File: src/rtl/uart_pkg.sv
`default_nettype none
// ----------------------------------------------------------------------------
// Module   : uart_pkg
// Purpose  : Shared scheduler FSM encodings and ASCII constants.
// Revision : 1.0
// ----------------------------------------------------------------------------
package uart_pkg;

  typedef enum logic [2:0] {
    ST_IDLE  = 3'd0,
    ST_FETCH = 3'd1,
    ST_SEND  = 3'd2,
    ST_WAIT  = 3'd3,
    ST_GUARD = 3'd4
  } state_t;

  localparam logic [7:0] ASCII_LF   = 8'd10;
  localparam logic [7:0] ASCII_ZERO = 8'd48;

endpackage
`default_nettype wire

File: src/rtl/rr_arbiter.sv
`default_nettype none
// ----------------------------------------------------------------------------
// Module   : rr_arbiter
// Purpose  : Combinational round-robin pick: first requester at or after ptr.
// Revision : 1.0
// ----------------------------------------------------------------------------
module rr_arbiter #(
  parameter int NUM_REQ = 4
) (
  input  logic [NUM_REQ-1:0]         req,
  input  logic [$clog2(NUM_REQ)-1:0] ptr,
  output logic [NUM_REQ-1:0]         grant,
  output logic [$clog2(NUM_REQ)-1:0] idx,
  output logic                       any
);

  localparam int IW = $clog2(NUM_REQ);

  int            pos;
  logic [IW-1:0] cand;

  always_comb begin
    grant = '0;
    idx   = '0;
    any   = 1'b0;
    pos   = 0;
    cand  = '0;
    // Walk ptr, ptr+1, ... wrapping at NUM_REQ; keep the first hit.
    for (int k = 0; k < NUM_REQ; k++) begin
      pos = int'(ptr) + k;
      if (pos >= NUM_REQ) pos = pos - NUM_REQ;
      cand = IW'(pos);
      if (!any && req[cand]) begin
        any         = 1'b1;
        grant[cand] = 1'b1;
        idx         = cand;
      end
    end
  end

endmodule
`default_nettype wire

File: src/rtl/uart_tx_scheduler.sv
`default_nettype none
// ----------------------------------------------------------------------------
// Module   : uart_tx_scheduler
// Purpose  : Message-granular round-robin sharing of one UART transmitter.
// Revision : 1.0
// ----------------------------------------------------------------------------
module uart_tx_scheduler
  import uart_pkg::*;
#(
  parameter int NUM_REQ    = 4,
  parameter int GUARD_CLKS = 0
) (
  input  logic                 CLK,
  input  logic                 RST,
  input  logic [NUM_REQ-1:0]   REQ_VALID,
  input  logic [8*NUM_REQ-1:0] REQ_BYTE,
  input  logic [NUM_REQ-1:0]   REQ_LAST,
  output logic [NUM_REQ-1:0]   REQ_READY,
  output logic [NUM_REQ-1:0]   GRANT,
  output logic                 TX_DV,
  output logic [7:0]           TX_BYTE,
  input  logic                 TX_DONE
);

  localparam int IW = $clog2(NUM_REQ);
  localparam int GW = (GUARD_CLKS > 0) ? $clog2(GUARD_CLKS + 1) : 1;

  state_t               state,    state_d;
  logic [NUM_REQ-1:0]   grant_q,  grant_d;
  logic [IW-1:0]        idx_q,    idx_d;
  logic [IW-1:0]        rr_ptr,   rr_ptr_d;
  logic [7:0]           tx_byte_q, tx_byte_d;
  logic                 last_q,   last_d;
  logic [GW-1:0]        guard,    guard_d;

  logic [NUM_REQ-1:0]   arb_grant;
  logic [IW-1:0]        arb_idx;
  logic                 arb_any;
  logic [7:0]           sel_byte;
  logic                 sel_last;
  logic                 xfer;

  rr_arbiter #(.NUM_REQ(NUM_REQ)) u_arb (
    .req   (REQ_VALID),
    .ptr   (rr_ptr),
    .grant (arb_grant),
    .idx   (arb_idx),
    .any   (arb_any)
  );

  assign REQ_READY = (state == ST_FETCH) ? (grant_q & REQ_VALID) : '0;
  assign xfer      = |REQ_READY;
  assign GRANT     = grant_q;
  assign TX_DV     = (state == ST_SEND);
  assign TX_BYTE   = tx_byte_q;

  always_comb begin
    sel_byte = 8'h00;
    sel_last = 1'b0;
    for (int i = 0; i < NUM_REQ; i++) begin
      if (grant_q[i]) begin
        sel_byte = REQ_BYTE[8*i +: 8];
        sel_last = REQ_LAST[i];
      end
    end
  end

  always_comb begin
    state_d   = state;
    grant_d   = grant_q;
    idx_d     = idx_q;
    rr_ptr_d  = rr_ptr;
    tx_byte_d = tx_byte_q;
    last_d    = last_q;
    guard_d   = guard;
    case (state)
      ST_IDLE: begin
        if (arb_any) begin
          grant_d = arb_grant;
          idx_d   = arb_idx;
          state_d = ST_FETCH;
        end
      end
      ST_FETCH: begin
        if (xfer) begin
          tx_byte_d = sel_byte;
          last_d    = sel_last;
          state_d   = ST_SEND;
        end
      end
      ST_SEND: state_d = ST_WAIT;
      ST_WAIT: begin
        // TX_DONE only matters here; every other state ignores it.
        if (TX_DONE) begin
          if (!last_q) begin
            state_d = ST_FETCH;
          end else begin
            rr_ptr_d = (idx_q == IW'(NUM_REQ - 1)) ? '0 : idx_q + IW'(1);
            grant_d  = '0;
            guard_d  = GW'(GUARD_CLKS);
            state_d  = (GUARD_CLKS > 0) ? ST_GUARD : ST_IDLE;
          end
        end
      end
      ST_GUARD: begin
        if (guard <= GW'(1)) begin
          guard_d = '0;
          state_d = ST_IDLE;
        end else begin
          guard_d = guard - GW'(1);
        end
      end
      default: begin
        grant_d = '0;
        state_d = ST_IDLE;
      end
    endcase
  end

  always_ff @(posedge CLK) begin
    if (RST) begin
      state     <= ST_IDLE;
      grant_q   <= '0;
      idx_q     <= '0;
      rr_ptr    <= '0;
      tx_byte_q <= 8'h00;
      last_q    <= 1'b0;
      guard     <= '0;
    end else begin
      state     <= state_d;
      grant_q   <= grant_d;
      idx_q     <= idx_d;
      rr_ptr    <= rr_ptr_d;
      tx_byte_q <= tx_byte_d;
      last_q    <= last_d;
      guard     <= guard_d;
    end
  end

endmodule
`default_nettype wire

File: config.mk
export PLATFORM = sky130hd
export DESIGN_NAME = uart_tx_scheduler
export DESIGN_NICKNAME = d
export VERILOG_FILES = /design/src/rtl/uart_pkg.sv /design/src/rtl/rr_arbiter.sv /design/src/rtl/uart_tx_scheduler.sv
export SDC_FILE = /design/constraint.sdc
export NUM_CORES = 1
export LEC_CHECK = 0
export CAP_MARGIN = 20
export CORE_MARGIN = 1
export CORE_UTILIZATION = 26
export DETAILED_ROUTE_END_ITERATION = 6
export GPL_ROUTABILITY_DRIVEN = 0
export PLACE_DENSITY = 0.52
export SLEW_MARGIN = 30
export SYNTH_ARGS = -nofsm -noshare
export SYNTH_HDL_FRONTEND = slang
export SYNTH_SLANG_ARGS = --single-unit
export TNS_END_PERCENT = 5
File: constraint.sdc
create_clock -name CLK -period 2.7 [get_ports CLK]
set_clock_uncertainty 0.05 [all_clocks]
set_input_delay 0.54 -clock CLK [delete_from_list [all_inputs] [get_ports CLK]]
set_output_delay 0.54 -clock CLK [all_outputs]
set_load 0.01 [all_outputs]
Word level (Yosys, flattened, before mapping):

Cells that the tools add are included.

* add/sub/neg operators: 9
* multiply operators: 0
* divide/modulo/power cells: 0
* $lt $le $gt $ge: 13
* eq/ne operators: 10
* shift-type cells: 0
* muxes and demuxes: 56
* bitwise logic cells: 5
* reduce and logical (&&, ||, !) cells: 20

Operators with widths (number)
* $mux 4: 8
* $mux 8: 4
* $mux 1: 20
* $mux 2: 9
* $pmux 3 s5: 1
* $lt 2x3->1 const B: 4
* $mux 3: 4
* $or 4x4->4: 3
* $pmux 4 s3: 1
* $ne 2x2->1 const B: 5
* $ge 3x3->1 const B: 3
* $bmux 1 s2: 4
* $demux 1 s2: 4
* $ge 2x1->1 const B: 4
* $reduce_and 4->1: 2
* $sub 2x1->2 const B: 4
* $logic_and 1x1->1: 7
* $add 2x2->3 const B: 2
* $eq 3x2->1 const B: 2
* $reduce_and 3->1: 2
* $and 4x4->4: 1
* $reduce_and 2->1: 2
* $reduce_or 4->1: 1
* $add 2x1->3 const B: 1
* other kinds (13): 15

* flip-flop bits (word level): 21
* bits in latches: 0
* memory bits (writable): 0
* memory bits (read-only): 0
* input bits: 43
* word-level logic and storage cells: 120
* memories kept: 0

Depth between registers and ports, before layout:

Gate-level depths: netlist of run 1.

* depth after elaboration: 16
* gate-level depth with buffers: 9
* mapped depth without buffers: 7

Modules after synthesis:

From an unflattened synthesis of run 1, not the netlist that was laid out.

* cell total of the unflattened synthesis: 165
* area, all modules: 1547.7 sq um

Modules (own cells, without submodules)
* uart_tx_scheduler: instances 1, cells an instance 120, area an instance 1128.6 sq um, sequential area each 380.4 sq um
* rr_arbiter: instances 1, cells an instance 45, area an instance 419.2 sq um, sequential area each 0.0 sq um

Worst setup path after synthesis of run 1:

No wires, ideal clock.

* path type: reg2reg
* from: register rr_ptr[0]
* to: register grant_q[3], in the netlist GRANT[3]
* library setup time: 60 ps
* arrival: 2123 ps
* required time: 2590 ps
* path slack: 467 ps
* stages on the path, launching flop included: 10
* path buffers: 2
* period minus slack after synthesis: 2233 ps
* cells stage by stage: dfxtp_1 -> buf_2 -> inv_1 -> ha_1 -> buf_4 -> nor3b_1 -> a21oi_1 -> or4_1 -> a21oi_2 -> a221o_1

* word-level cells in the longest chain between the ends: 16
* elaborated cells on any way between the ends: 64
* classes of those cells: 7 x add/sub; 12 x order compare; 1 x eq/ne; 30 x mux; 3 x bitwise; 11 x reduce/logical

Ends and longest elaborated chain
* from (decl): RTL line uart_tx_scheduler.sv:31 `logic [IW-1:0] rr_ptr, rr_ptr_d;`
* from (signal assigned): RTL line uart_tx_scheduler.sv:133 `rr_ptr <= rr_ptr_d;`
* parallel branches: the longest is 16 deep, another holds $add 2x1->3
* to (signal assigned): RTL line uart_tx_scheduler.sv:131 `grant_q <= grant_d;`
* to (decl): RTL line uart_tx_scheduler.sv:29 `logic [NUM_REQ-1:0] grant_q, grant_d;`

Several ways; the timed one is not identified. The select of a mux whose other input is x is not followed.
A chain may end at the register's enable or synchronous reset.

Worst setup path after layout of run 1:

* from: input REQ_VALID[2]
* to: output REQ_READY[2]

* word-level cells in the longest chain between the ends: 2

Ends and longest elaborated chain
* from (decl): RTL line uart_tx_scheduler.sv:15 `input logic [NUM_REQ-1:0] REQ_VALID,`
* $and 4x4->4: RTL line uart_tx_scheduler.sv:51 `assign REQ_READY = (state == ST_FETCH) ? (grant_q & REQ_VALID) : '0;`
* $mux 4: RTL line uart_tx_scheduler.sv:51
* to (decl): RTL line uart_tx_scheduler.sv:18 `output logic [NUM_REQ-1:0] REQ_READY,`

Every way passes these cells.

==> results of run 1 <==
cell usage in the layout, fill, tap and decap left out, types with 12 or more instances in the layout:
cell type,count
nor2_1,19
dfxtp_1,19
clkdlybuf4s50_1,59
nor2b_1,12
ha_1,12
nor3_1,22
a211oi_1,14
buf_4,16
a221oi_1,14
inv_1,12
worst min-delay path, cell delays in order (launching register included):
cell and delay, ns:
dfxtp_1 0.31, nor2_1 0.09, nor3_1 0.05
through the flow:
stage | total power [W] | instances | instance area (sq um)
floorplan | 0.000863 | 206 | 1650
global placement | 0.00116 | 341 | 2390
detailed placement | 0.00116 | 341 | 2390
CTS | 0.00137 | 345 | 2430
global route | 0.00147 | 345 | 2430
finish | 0.00134 | 345 | 2430
final cells by class:
| cell class | instances | share of cell area [%] |
|---|---|---|
| multi-input cells | 160 | 47.6 |
| repair buffers | 75 | 29.2 |
| flip-flops and latches | 19 | 15.6 |
| well taps | 75 | 3.86 |
| inverters | 12 | 1.85 |
| clock buffers | 3 | 1.70 |
| clock inverters | 1 | 0.206 |
logic make-up after synthesis:
kind of cell    count (synthesis)  synth area share [%]
compound gates                 61                  29.6
flops                          19                  23.0
simple gates                   77                  25.0
mux                            10                  6.44
buf+inv                        27                  6.82
fa+ha+maj                      12                  9.10
per-layer routing:
layer	track usage [%]	up-vias
li1	-	907
met2	25.9	69
met5	0	-
met4	4.21	0
met3	3.00	2
met1	21.2	798
sequential cells by signal (all words and copies together), names as in the netlist:
name,flops
last_q,1
TX_BYTE,8
GRANT,4
rr_ptr,2
state,2
idx_q,2
power groups by stage:
stage | Combinational, W | Sequential (W) | Clock, W
6_report | 0.000736 | 0.000411 | 0.000198
3_5_place_dp | 0.000741 | 0.000420 | 0
2_1_floorplan | 0.000452 | 0.000410 | 0
5_1_grt | 0.000823 | 0.000424 | 0.000226
3_3_place_gp | 0.000746 | 0.000418 | 0
4_1_cts | 0.000745 | 0.000414 | 0.000208
worst paths after layout:
kind                                     end  cells past startpoint         start  slack, ns
worst max-delay path            REQ_READY[2]                      3  REQ_VALID[2]       0.19
worst min-delay path              TX_BYTE[2]                      2    TX_BYTE[2]       0.44
worst max register to register      GRANT[1]                      8     rr_ptr[1]       0.51
worst min register to register    TX_BYTE[2]                      2    TX_BYTE[2]       0.44
==> run summary, run 1 <==
The flow ran to the end, and the final reports show no timing, DRC or antenna violations. The final route contains 1,776 vias. Post-synthesis average cell area: 8.01 sq um. The cell taking the most area after synthesis was dfxtp_1. For the boundary pin count, the log shows 60.

Sequential area share after synthesis: 23.0%. In the final layout, the share of cells above drive strength 1 is 11.5%. Timing analysis after detailed placement gives a worst setup slack of 0.174 ns. The synthesized design contains 0 enable-type register cells.

The tools report the final hold slack as 0.441 ns. For this block, the initial DRC count from the detailed router was 74. In this run the deepest clock path goes through 2 buffers. In the synthesized netlist the async set-or-reset flop fraction comes to 0%. Type of the setup path with the least slack: primary input to output port.

In this run, flip-flops and latches consume 30.6% of the power. TritonCTS built the clock tree. After clock tree synthesis, the clock-pin slew on the worst setup and hold paths is 0.07 ns. The tools report the sort of element at the end of the critical path as an output port. In the final routing, the length of wire on met1 measures 2430 microns. Clock tree synthesis selected as its root buffer the cell clkbuf_8.

After detailed routing, the number of remaining DRC violations is 0. Counting every instance in the synthesized netlist gives 206. Among cell families on the critical path, the largest total delay comes from buffers and inverters.

Final critical-path share of the clock period: 92.9%. Power per cell area: 552 mW/mm^2. STA classifies the critical path startpoint as a primary input. The total detailed-routing wirelength came out at 5160 microns. The run gives 0 as the count of buffers added by post-CTS timing repair for setup.

On the critical path, the stage with the largest delay is an instance of clkdlybuf4s50_1. The most numerous cell type found on the critical path is clkdlybuf4s50_1. For the count of endpoints failing hold in the final timing report, the log shows 0. The sum of negative setup slack is 0 ns.

The run gives 8140 microns as the wire length of the first global-routing pass. Among all flip-flop cells after synthesis, the most frequent one is dfxtp_1. On the worst path, the slowest cell contributes a delay of 0.62 ns. The critical path contains buffers and inverters numbering 2 combined. The clock network burns 14.7% of the power.

The tools report the initial antenna violation count as 0. The placed wire-length estimate after detailed placement came out at 4030 microns. The post-synthesis sequential element count is 19, and the number of setup violations in the final report is 0. The tools report the number of max-cap violations as 0. The die covers 0.00667 sq mm. The relative slew slack was 55.8%. In this run switching power makes up 39.0% of total power. At the worst endpoint, the arrival time is 1.92 ns. Hold buffer count at CTS: 0. The detailed route wirelength on metal2 is 2200 microns, and the peak supply drop is 0.221 mV.

The number of nets handed over by synthesis was 261. For the net switching power, the log shows 0.000524 W. Setup repair after global routing left no endpoint under its margin. Of the total power, combinational logic draws 54.7%. The final-layout fill cell count came out at 642. The average via count per standard cell works out to 5.15. During synthesis, Yosys emitted a total of 0 warnings.

At the end of the flow, the number of nets in the layout was 326. The level count of the clock H-tree is 1, and the largest fanout on the critical path is 7. The core region is 0.00603 sq mm. Highest metal layer with signal wires: met4.

Final count of pins violating max slew: 0. By area the synthesized netlist is led by dfxtp_1, ha_1, a221oi_1. For this design, the sink count on the clock tree is 19. Signed area change from the synthesized netlist to the final layout: 47.5%. After global routing the overflow that remains totals 0.

The floorplan die width came out at 81.7 microns. The mean routed wirelength per cell works out to 15.0 microns. The first TritonRoute pass finished after 4 iterations. The synthesized netlist occupies a cell area of 0.00165 sq mm. Once the clock tree was built, the resizer swapped 0 gates to a different size. In this run, distinct cell masters in the synthesized netlist total 38. The global-route usage over all layers was 15.8%. The worst hold path belongs to the class flip-flop to flip-flop. The antenna diode count is 0. For the number of global-route vias before repair, the log shows 1,587. The share of synthesized area in the top cell type comes to 23.0%. The pin count of the biggest net entering global routing came out at 22. In this run the static leakage power is 0.887 nW. In the synthesized netlist, the cells that appear most often are nor3_1, dfxtp_1, nor2_1. The minimum clock period works out to 2.51 ns. Walking the worst path, the cells encountered are clkdlybuf4s50_1 > and3_1 > clkdlybuf4s50_1.

In the final layout, the multi-input gates occupy 0.00116 sq mm. The starting density of the core is 27.4%. Amount of wire on met3 after detailed routing: 500 microns. Among all cell types in the netlist, the one instantiated most often is nor3_1.

Once routing completed, OpenROAD measured the worst setup slack at 0.193 ns. For the worst-skew pair, the clock arrives at the later sink with an insertion delay of 0.25 ns. The count of buffers added on input and output ports is 59.

The logs give 2.11 ns for the required time reported for the critical path endpoint and 0 for the residual antenna-violating net count after detailed routing. Cell internal power was estimated by the tool at 0.000821 W. In this run the core area contains 28 standard-cell rows. For this run, the share of the core covered by cells in the final layout is 40.4%. The floorplan die height is 81.7 microns, and the transition time of the tightest slew-check pin is 0.662 ns.

For this run, the top clock speed supported by timing is 399 MHz. The run gives 3 as the number of buffers created by CTS. Summing all flip-flop and latch instances after layout gives 380 sq um.
Power figures use the tool's default switching activity.
==> run 2, diff against run 1 <==
--- a/config.mk
+++ b/config.mk
@@ -5,7 +5,6 @@
 export SDC_FILE = /design/constraint.sdc
 export NUM_CORES = 1
 export LEC_CHECK = 0
-export CAP_MARGIN = 20
 export CORE_MARGIN = 1
 export CORE_UTILIZATION = 26
 export DETAILED_ROUTE_END_ITERATION = 6
==> results of run 2 <==
Final layout, timing and power as in run 1 (identical DEF).
==> run 3, diff against run 2 <==
==> constraint.sdc (replaced) <==
create_clock -name CLK -period 2.7 [get_ports CLK]
set_clock_uncertainty 0.05 [all_clocks]
set_input_delay 0.54 -clock CLK [delete_from_list [all_inputs] [get_ports CLK]]
set_output_delay 0.54 -clock CLK [all_outputs]
set_load 0.02 [all_outputs]
==> run 3 against run 2 <==
  * Via count increased by 1.9%
  * Setup slack got worse by 0.090 ns
  * Hold slack about the same
  * Sequential power decreased by 2%
  * First-iteration DRC count increased by 9.5%
  * Sequential share of layout area about the same
  * Global-route usage decreased by 0.16 points
  * Critical path type unchanged
  * Critical endpoint is now REQ_READY[0]
  * Highest routed layer unchanged
==> run summary, run 3 (synthesis results as in run 1) <==
The number of setup violations in the final report was 0 (unchanged); the antenna diode count was 0 (unchanged). The quantity of I/O buffers inserted on ports was 59 (unchanged). The tools report the starting density of the core as 27.4% (unchanged).

The tools report the worst hold endpoint as TX_BYTE[1]. Clock tree synthesis selected as its root buffer the cell clkbuf_8. The tools report the initial detailed-routing violation count as 81 (+9.5%). The tools report the beginning of the critical path as REQ_VALID[0].

The flip-flop count of the largest register, all copies and words added was 8 (unchanged); the worst slack at placement was 0.103 ns (-0.0704 ns). Critical path data arrival time: 2.01 ns (+0.09 ns). In the layout the commonest cells are clkdlybuf4s50_1, nor3_1, dfxtp_1, nor2_1, buf_4.

Startpoint of the worst hold path: TX_BYTE[1]. The area of placed instances was 0.00239 sq mm (+0.31%); the total overflow reported by the global router was 0 (unchanged). The proportion of layout cells with a drive suffix above 1 was 11.8% (+0.33 points); the global-route usage over all layers was 15.7% (-0.16 points). The final critical-path share of the clock period came out at 96.2% (+3.3 points). The cell repeated most along the worst path is clkdlybuf4s50_1. The floorplan die height works out to 81.7 microns (unchanged). The quantity of gates resized following cts was 0 (unchanged). TritonCTS built the clock tree. The tools report the post-route core utilization as 40.5% (+0.12 points). The hold buffer count at CTS came out at 0 (unchanged). Walking the worst path, the cells encountered are clkdlybuf4s50_1 > and3_1 > clkdlybuf4s50_1. The run gives 0.26 ns (about the same) as the clock latency of the later-clocked register in the worst-skew pair.

The core area is 0.00603 sq mm (unchanged), and the wire length of the first global-routing pass is 8160 microns (+0.25%). The via total after detailed routing was 1,810 (+1.9%). For the number of iterations in the first detailed-routing pass, the log shows 4 (unchanged). The logs give 19 (unchanged) for the count of clock tree sinks and 0.00244 sq mm (+0.31%) for the final instance area.

The delay of the slowest cell on the worst path is 0.65 ns (+0.03 ns). The initial antenna violation count is 0 (unchanged). The peak supply drop was 0.266 mV (+20%). The worst setup path is of the primary input to output port kind. The tools report the number of max-cap violations as 0 (unchanged).

Power per cell area: 573 mW/mm^2 (+3.8%). Placed wire-length estimate after detailed placement: 3960 microns (-1.6%). The cell count after placement came out at 342 (+0.29%). For the number of remaining DRC errors, the log shows 0 (unchanged).

Area of the die: 0.00667 sq mm (unchanged). Worst reg2reg path endpoint: GRANT[3]. The count of buffers added by post-CTS timing repair for setup is 0 (unchanged).

The post-layout instance count excluding filler cells was 346 (+0.29%); the number of global-route vias before repair was 1,628 (+2.6%). The tightest min-delay check is of the flip-flop to flip-flop type. The number of rows in the core area is 28 (unchanged). The largest individual stage delay along the critical path comes from the cell clkdlybuf4s50_1. The mean routed wirelength per cell is 14.8 microns (-1.0%), and the depth of the worst hold-timing path is 2 (unchanged).

The run gives 21 (-4.5%) as the pin count of the biggest net entering global routing. The transition time of the tightest slew-check pin is 0.658 ns (-0.00426 ns). The startpoint identified for the worst register-to-register timing path is rr_ptr[0]. Required time reported for the critical path endpoint: 2.11 ns (about the same). The post-CTS clock slew at the launch and capture registers of the worst setup and hold paths is 0.07 ns (about the same), and the count of endpoints failing hold in the final timing report is 0 (unchanged). For the leakage component of the power, the log shows 0.893 nW (+0.68%). The largest fanout on the critical path works out to 7 (unchanged). STA classifies the critical path endpoint as an output port.

For the final count of pins violating max slew, the log shows 0 (unchanged). The sum of negative setup slack was 0 ns (unchanged); the floorplan die width was 81.7 microns (unchanged). For the achievable frequency, the log shows 385 MHz (-3.5%). Net count of the finished layout: 327 (+0.31%). Relative slew slack: 56.1% (+0.28 points). Setup repair after global routing left no endpoint under its margin. The signed area change from the synthesized netlist to the final layout is 47.9%, and the boundary pin count is 60 (unchanged). The minimum clock period is 2.60 ns (+0.0901 ns). The worst setup path is launched from a primary input. The leading cell type in the layout, fill and taps excluded was clkdlybuf4s50_1.

The residual antenna-violating net count after detailed routing was 0 (unchanged); the final worst setup slack was 0.103 ns (-0.0901 ns). The tools report the number of buffers created by CTS as 3 (unchanged). For the maximum number of buffers from clock root to sink, the log shows 2 (unchanged).

The tools report the setup slack of the worst register-to-register path as 0.43 ns (-0.08 ns). The cell count of the worst reg-to-reg path is 8 (unchanged). The flow ran to the end, and the final reports show no timing, DRC or antenna violations. The level count of the clock H-tree is 1 (unchanged), and the average via count per standard cell is 5.23 (+1.6%). Total detailed-routing wirelength: 5120 microns (-0.72%).
==> run 3: final cells by class <==
class / instances / area (sq um)
multi-input cells: 160 / 1160
clock buffers: 3 / 41.3
clock inverters: 1 / 5.00
fillers: 612 / 3580
repair buffers: 76 / 718
well taps: 75 / 93.8
inverters: 12 / 45.0
flip-flops and latches: 19 / 380
==> run 3: how the worst max path moves through the flow <==
stage	end	slack (ns)
after floorplan	GRANT[3]	0.47
after global placement	REQ_READY[0]	0.13
after detailed placement	REQ_READY[0]	0.10
after CTS	REQ_READY[0]	0.11
after global routing	REQ_READY[0]	0.05
final	REQ_READY[0]	0.10
==> run 3: power by group <==
part	switching [W]	internal (W)	total, W
logic	0.000413	0.000382	0.000795
clock network	0.000100	0.000103	0.000203
registers	0.0000583	0.000344	0.000402
==> run 3: critical path, delay by kind of cell <==
kind / cells / cell delay (ns)
simple gates: 1 / 0.20
buf+inv: 2 / 1.26
==> run 3: metal layers <==
layer	global-route usage [%]	up-vias	wire length, microns
li1	-	918	-
met1	21.0	824	2480
met2	25.2	62	2110
met3	2.67	6	447
met4	5.44	0	80
met5	0	-	0
==> run 3: through the flow <==
stage,power (W),hold WS [ns]
6_report,0.00140,0.441
3_5_place_dp,0.00120,0.431
2_1_floorplan,0.000900,0.408
4_1_cts,0.00141,0.445
5_1_grt,0.00152,0.480
3_3_place_gp,0.00121,0.427
